$ cat config.mk
export PLATFORM = sky130hd
export DESIGN_NAME = text_console_flat
export DESIGN_NICKNAME = d
export VERILOG_FILES = /design/src/rtl/text_console_if.sv /design/src/rtl/text_console.sv /design/src/flat_wrapper.sv
export SDC_FILE = /design/constraint.sdc
export NUM_CORES = 1
export LEC_CHECK = 0
export BUFFER_PORTS_ARGS = -buffer_cell sky130_fd_sc_hd__buf_2
export CAP_MARGIN = 25
export CORE_ASPECT_RATIO = 0.8
export CORE_UTILIZATION = 51
export CTS_CLUSTER_SIZE = 24
export DETAILED_ROUTE_END_ITERATION = 8
export PLACE_DENSITY = 0.73
export SLEW_MARGIN = 25
export SYNTH_ARGS = -nofsm -noshare
export SYNTH_HDL_FRONTEND = slang
export SYNTH_SLANG_ARGS = --single-unit
$ cat constraint.sdc
create_clock -name clk -period 2.79 [get_ports clk]
set_input_delay 0.558 -clock clk [delete_from_list [all_inputs] [get_ports clk]]
set_output_delay 0.558 -clock clk [all_outputs]
set_load 0.005 [all_outputs]
$ cat src/rtl/text_console_if.sv
// Character-stream handshake, status and screen-memory write port for text_console.
interface text_console_if;
   logic        in_valid;
   logic [7:0]  in_code;
   logic        in_ready;
   logic        clear;
   logic        busy;
   logic [10:0] mem_addr;
   logic        mem_we;
   logic [7:0]  mem_wdata;
   logic [7:0]  mem_rdata;
   logic [5:0]  cursor_col;
   logic [4:0]  cursor_row;

   modport master (
      output in_valid, in_code, clear, mem_rdata,
      input  in_ready, busy, mem_addr, mem_we, mem_wdata, cursor_col, cursor_row
   );

   modport slave (
      input  in_valid, in_code, clear, mem_rdata,
      output in_ready, busy, mem_addr, mem_we, mem_wdata, cursor_col, cursor_row
   );
endinterface

$ cat src/rtl/text_console.sv
// Writes a character stream into the 40x30 screen memory, tracking a cursor,
// scrolling up one row on bottom overflow and clearing the screen on request.
module text_console (
   input logic           clk,
   input logic           rst_n,
   text_console_if.slave bus
);
   localparam logic [5:0]  LAST_COL  = 6'd39;
   localparam logic [4:0]  LAST_ROW  = 5'd29;
   localparam logic [10:0] ROW_STEP  = 11'd40;
   localparam logic [10:0] LAST_MOVE = 11'd1159;
   localparam logic [10:0] LAST_CELL = 11'd1199;
   localparam logic [7:0]  BLANK     = 8'h20;
   localparam logic [7:0]  C_LF      = 8'h0A;
   localparam logic [7:0]  C_CR      = 8'h0D;
   localparam logic [7:0]  C_BS      = 8'h08;

   typedef enum logic [2:0] {IDLE, SLOT, SCROLL_RD, SCROLL_WR, SCROLL_BLANK, CLEAR} state_t;
   typedef struct packed {
      logic [4:0] row;
      logic [5:0] col;
   } cursor_t;

   state_t      state;
   cursor_t     cur, nxt;
   logic [10:0] idx, cur_addr, mem_addr;
   logic [7:0]  mem_wdata;
   logic        mem_we, pend_clr, clr_go;
   logic        printable, advance, scroll, scrolling;

   // row*40 + col as two shifted copies of row plus col
   assign cur_addr = {1'b0, cur.row, 5'd0} + {3'd0, cur.row, 3'd0} + {5'd0, cur.col};

   assign scrolling = (state == SLOT) || (state == SCROLL_RD) ||
                      (state == SCROLL_WR) || (state == SCROLL_BLANK);
   assign clr_go    = pend_clr | bus.clear;

   always_comb begin
      nxt       = cur;
      advance   = 1'b0;
      printable = 1'b0;
      case (bus.in_code)
         C_LF: begin
            nxt.col = '0;
            advance = 1'b1;
         end
         C_CR: nxt.col = '0;
         C_BS: if (cur.col != 6'd0) nxt.col = cur.col - 6'd1;
         default: begin
            printable = 1'b1;
            if (cur.col == LAST_COL) begin
               nxt.col = '0;
               advance = 1'b1;
            end else begin
               nxt.col = cur.col + 6'd1;
            end
         end
      endcase
      // advancing off the bottom row keeps the row and scrolls instead
      scroll = advance && (cur.row == LAST_ROW);
      if (advance && !scroll) nxt.row = cur.row + 5'd1;
   end

   always_ff @(posedge clk or negedge rst_n) begin
      if (!rst_n) begin
         state     <= IDLE;
         cur       <= '0;
         idx       <= '0;
         pend_clr  <= 1'b0;
         mem_we    <= 1'b0;
         mem_addr  <= '0;
         mem_wdata <= '0;
      end else begin
         mem_we <= 1'b0;
         if (scrolling) pend_clr <= clr_go;
         case (state)
            IDLE: begin
               if (bus.clear) begin
                  state     <= CLEAR;
                  cur       <= '0;
                  idx       <= '0;
                  mem_addr  <= '0;
                  mem_wdata <= BLANK;
                  mem_we    <= 1'b1;
               end else if (bus.in_valid) begin
                  cur       <= nxt;
                  mem_addr  <= cur_addr;
                  mem_wdata <= bus.in_code;
                  mem_we    <= printable;
                  if (scroll) state <= SLOT;
               end
            end
            SLOT: begin
               idx      <= '0;
               mem_addr <= ROW_STEP;
               state    <= SCROLL_RD;
            end
            SCROLL_RD: begin
               // read data is combinational, so the copy is held in mem_wdata
               mem_wdata <= bus.mem_rdata;
               mem_addr  <= idx;
               mem_we    <= 1'b1;
               state     <= SCROLL_WR;
            end
            SCROLL_WR: begin
               idx <= idx + 11'd1;
               if (idx == LAST_MOVE) begin
                  mem_addr  <= idx + 11'd1;
                  mem_wdata <= BLANK;
                  mem_we    <= 1'b1;
                  state     <= SCROLL_BLANK;
               end else begin
                  mem_addr <= idx + ROW_STEP + 11'd1;
                  state    <= SCROLL_RD;
               end
            end
            SCROLL_BLANK: begin
               if (idx != LAST_CELL) begin
                  idx      <= idx + 11'd1;
                  mem_addr <= idx + 11'd1;
                  mem_we   <= 1'b1;
               end else if (clr_go) begin
                  state     <= CLEAR;
                  cur       <= '0;
                  idx       <= '0;
                  pend_clr  <= 1'b0;
                  mem_addr  <= '0;
                  mem_wdata <= BLANK;
                  mem_we    <= 1'b1;
               end else begin
                  state <= IDLE;
               end
            end
            CLEAR: begin
               if (idx != LAST_CELL) begin
                  idx      <= idx + 11'd1;
                  mem_addr <= idx + 11'd1;
                  mem_we   <= 1'b1;
               end else begin
                  state <= IDLE;
               end
            end
            default: state <= IDLE;
         endcase
      end
   end

   assign bus.in_ready   = (state == IDLE) && !bus.clear;
   assign bus.busy       = (state != IDLE);
   assign bus.mem_addr   = mem_addr;
   assign bus.mem_we     = mem_we;
   assign bus.mem_wdata  = mem_wdata;
   assign bus.cursor_col = cur.col;
   assign bus.cursor_row = cur.row;
endmodule

$ cat src/flat_wrapper.sv
// flat-port wrapper written by rule: the top's interface ports become plain ports
module text_console_flat 
  (clk, rst_n, bus_in_valid, bus_in_code, bus_clear, bus_mem_rdata, bus_in_ready, bus_busy, bus_mem_addr, bus_mem_we, bus_mem_wdata, bus_cursor_col, bus_cursor_row);
  text_console_if bus_i ();
  input logic clk;
  input logic rst_n;
  input wire logic [$bits(bus_i.in_valid)-1:0] bus_in_valid;
  input wire logic [$bits(bus_i.in_code)-1:0] bus_in_code;
  input wire logic [$bits(bus_i.clear)-1:0] bus_clear;
  input wire logic [$bits(bus_i.mem_rdata)-1:0] bus_mem_rdata;
  output wire logic [$bits(bus_i.in_ready)-1:0] bus_in_ready;
  output wire logic [$bits(bus_i.busy)-1:0] bus_busy;
  output wire logic [$bits(bus_i.mem_addr)-1:0] bus_mem_addr;
  output wire logic [$bits(bus_i.mem_we)-1:0] bus_mem_we;
  output wire logic [$bits(bus_i.mem_wdata)-1:0] bus_mem_wdata;
  output wire logic [$bits(bus_i.cursor_col)-1:0] bus_cursor_col;
  output wire logic [$bits(bus_i.cursor_row)-1:0] bus_cursor_row;
  assign bus_i.in_valid = bus_in_valid;
  assign bus_i.in_code = bus_in_code;
  assign bus_i.clear = bus_clear;
  assign bus_i.mem_rdata = bus_mem_rdata;
  assign bus_in_ready = bus_i.in_ready;
  assign bus_busy = bus_i.busy;
  assign bus_mem_addr = bus_i.mem_addr;
  assign bus_mem_we = bus_i.mem_we;
  assign bus_mem_wdata = bus_i.mem_wdata;
  assign bus_cursor_col = bus_i.cursor_col;
  assign bus_cursor_row = bus_i.cursor_row;
  text_console u_core (.clk(clk), .rst_n(rst_n), .bus(bus_i));
endmodule
==> qor.yml <==
layout:
  syn_to_final_growth_pct: 14.6
  layout.nets: 504
  drive_gt1_share_pct: 22.1
  finalNonFillerCells: 550
  antennaDiodeCount: 0
  fillers: 588
global_routing:
  grt_first_pass_wirelength_mm: 16.6
  grt_max_degree: 31
  overflow: 0
  grtUsageTotal_pct: 29.2
  antenna_found_initial: 0
  grt_pass1_vias: 3285
setup_path:
  cp_cell_sequence: "inv_1 > fa_1 > inv_1 > ha_1 > a211oi_1 > nor2_1 > o31ai_1 > nand2_1 > a31oi_1"
  crit_buf_inv: 2
  crit_path_frequent_cell: "inv_1"
  slowest_stage: "fa_1"
  arrival_ps: 2800
  slowest_delay_ps: 570
  end_kind: "flip-flop"
  required_ps: 3030
  critPathTopFamily: "adder cells"
  path_max_fanout: 7
  crit_type: "flip-flop to flip-flop"
  start_kind: "flip-flop"
detailed_routing:
  finalWirelength_mm: 9.77
  dr.pass1.iters: 5
  viasPerCell: 6.29
  vias: 3457
  wl_per_cell_um: 17.8
  drt_iter0_drc: 366
  ant_nets: 0
  drc: 0
power:
  p_leak_nw: 1.82
  power_density_nw_per_um2: 333
  ir_drop_v: 0.000241
yosys:
  netlist.area_leader.share_pct: 32.9
  synth_cell_type_count: 73
  ys_top_cells_by_area: "dfrtp_1 (33%), ha_1 (5.7%), o21ai_0 (5.3%), nor2_1 (4.1%), nand2_1 (3.9%)"
  synthArstFlopShare_pct: 100
  syn_inst: 413
  syn_nets: 451
  synth_seq_area_share_pct: 32.9
  synth_flop_cell: "dfrtp_1"
  synth_edf_count: 0
  ys_warn_count: 0
  yosysTopAreaCell: "dfrtp_1"
  postSynthAreaPerCell_um2: 8.48
  syn-cell-area_um2: 3500
  synth_seq_cells: 46
sta:
  slew_viol_final: 0
  maxSlewHeadroom_pct: 62.8
  setup_viol: 0
  rsz0062_at_grt: "no"
  setup_tns_ps: 0
  fin_crit_sh_pct: 92.0
  fin_crit_ps: 2570
  max_clock_freq_ghz: 0.390
  fin_skew_ps: 8.54
  worstMarginPinSlew_ps: 554
  hold_viol: 0
clocking:
  cts_tree: "yes"
  clockBufferDepth: 2
  cts_inserted_buffers: 5
  path_clk_slew_ps: 90
  cts-root-buf: "clkbuf_8"
  clock_latency_ps: 310
  cts.sinks: 46
  htree_num_levels: 2
  post_cts.repair.setup_buffers: 0
floorplan:
  die_w_um: 94.6
  num_rows: 26
  dieArea_um2: 7200
  die_h_um: 76.1
  core_area_um2: 6510
  start_util_pct: 53.8
  ios: 53
placement:
  hpwl_mm: 7.43
  numPortBuffers: 52
  gp_congestion: 0.992
  dp_cells: 543
run_status:
  status: "finished, final reports clean"
worst_hold_path:
  worstHoldPathType: "input pin to asynchronous set/reset pin"
job:
  max-cap-violations: 0
## cell type report
cell class / instances / area (µm²) / share of cell area [%]
Inverter: 17 / 63.8 / 1.59
Timing Repair Buffer: 71 / 403 / 10.0
Sequential cell: 46 / 1150 / 28.7
Tap cell: 84 / 105 / 2.62
Clock inverter: 1 / 30.0 / 0.749
Clock buffer: 6 / 82.6 / 2.06
Multi-Input combinational cell: 325 / 2170 / 54.2
## cells by family (layout without fill, tap and decap cells)
group	count (synthesis)	in the layout	share of synthesized area, %
muxes	11	11	3.43
xor gates and xnor gates	8	8	2.00
buffers and inverters	42	95	5.25
adders and majority gates	18	18	6.86
and+or+nand+nor	151	151	22.8
AOI/OAI and AO/OA	137	137	26.8
DFF	46	46	32.9
## registers in the layout, summed over array words and instances (netlist names)
register and count:
u_core.bus.mem_wdata 8, u_core.bus.mem_we 1, u_core.pend_clr 1, u_core.idx 11, u_core.state 3, u_core.bus.cursor_row 5
u_core.bus.cursor_col 6, u_core.bus.mem_addr 11
## placed cells by master (no fill, tap or decap), drive strengths merged, types with 7 or more instances in the layout
cell	instances
inv	17
buf	71
a22o	7
a21oi	21
a31oi	7
nor2	38
o21ai	40
nand2	36
nand3	14
and3	7
mux2	8
o31ai	15
and2	12
ha	16
dfrtp	46
nand4	7
## per-layer routing
layer	vias to the layer above	global-route usage [%]	share of wire [%]
met5	-	0	0
met4	0	8.18	1.2
met3	15	6.19	8.5
met2	182	42.1	43
met1	1625	43.7	48
li1	1635	-	-
## Yosys cell counts, types with 6 or more instances
library cell,instances
ha_1,16
clkbuf_1,18
nand2_1,36
nor2_1,38
and3_1,7
dfrtp_1,46
nor3_1,6
nand3_1,14
o21ai_0,37
inv_1,17
a211oi_1,6
a21oi_1,21
a31oi_1,7
o31ai_1,13
xnor2_1,6
and2_1,8
mux2_2,8
nand4_1,7
a22o_1,7
## final timing paths
path                                     startpoint                 endpoint  slack (ps)  cells after the start
max in group asynchronous                     rst_n            u_core.idx[8]        1890                      2
min in group clk             u_core.bus.mem_addr[2]   u_core.bus.mem_addr[2]         500                      1
hold reg to reg              u_core.bus.mem_addr[2]   u_core.bus.mem_addr[2]         500                      1
hold / removal                                rst_n  u_core.bus.mem_addr[10]         150                      1
setup / recovery           u_core.bus.cursor_row[2]   u_core.bus.mem_addr[7]         220                      9
setup reg to reg           u_core.bus.cursor_row[2]   u_core.bus.mem_addr[7]         220                      9
## where the power goes
part / switching (W) / leakage (nW) / internal [W]
registers: 0.0000129 / 0.588 / 0.000672
clock network: 0.000246 / 0.0573 / 0.000287
logic: 0.0000680 / 1.17 / 0.0000482
total: 0.000327 / 1.82 / 0.00101
## per-stage QoR
stage / util (%) / instance area, µm² / worst slack, ps / power (W) / hold WS (ps)
3_5_place_dp: 59.9 / 3890 / 196 / 0.000815 / 475
6_report: 61.7 / 4010 / 224 / 0.00133 / 154
3_3_place_gp: 59.9 / 3890 / 245 / 0.000812 / 472
4_1_cts: 61.6 / 4010 / 152 / 0.00134 / 166
2_1_floorplan: - / 3500 / 404 / 0.000759 / 262
5_1_grt: 61.7 / 4010 / 33.7 / 0.00138 / 185
## timing repair
item | in CTS | in global routing
hold buffers | 0 | 0
gates resized for setup | 0 | 2
setup endpoints to repair | 0 | 3
(Power assumes the default switching activity.)
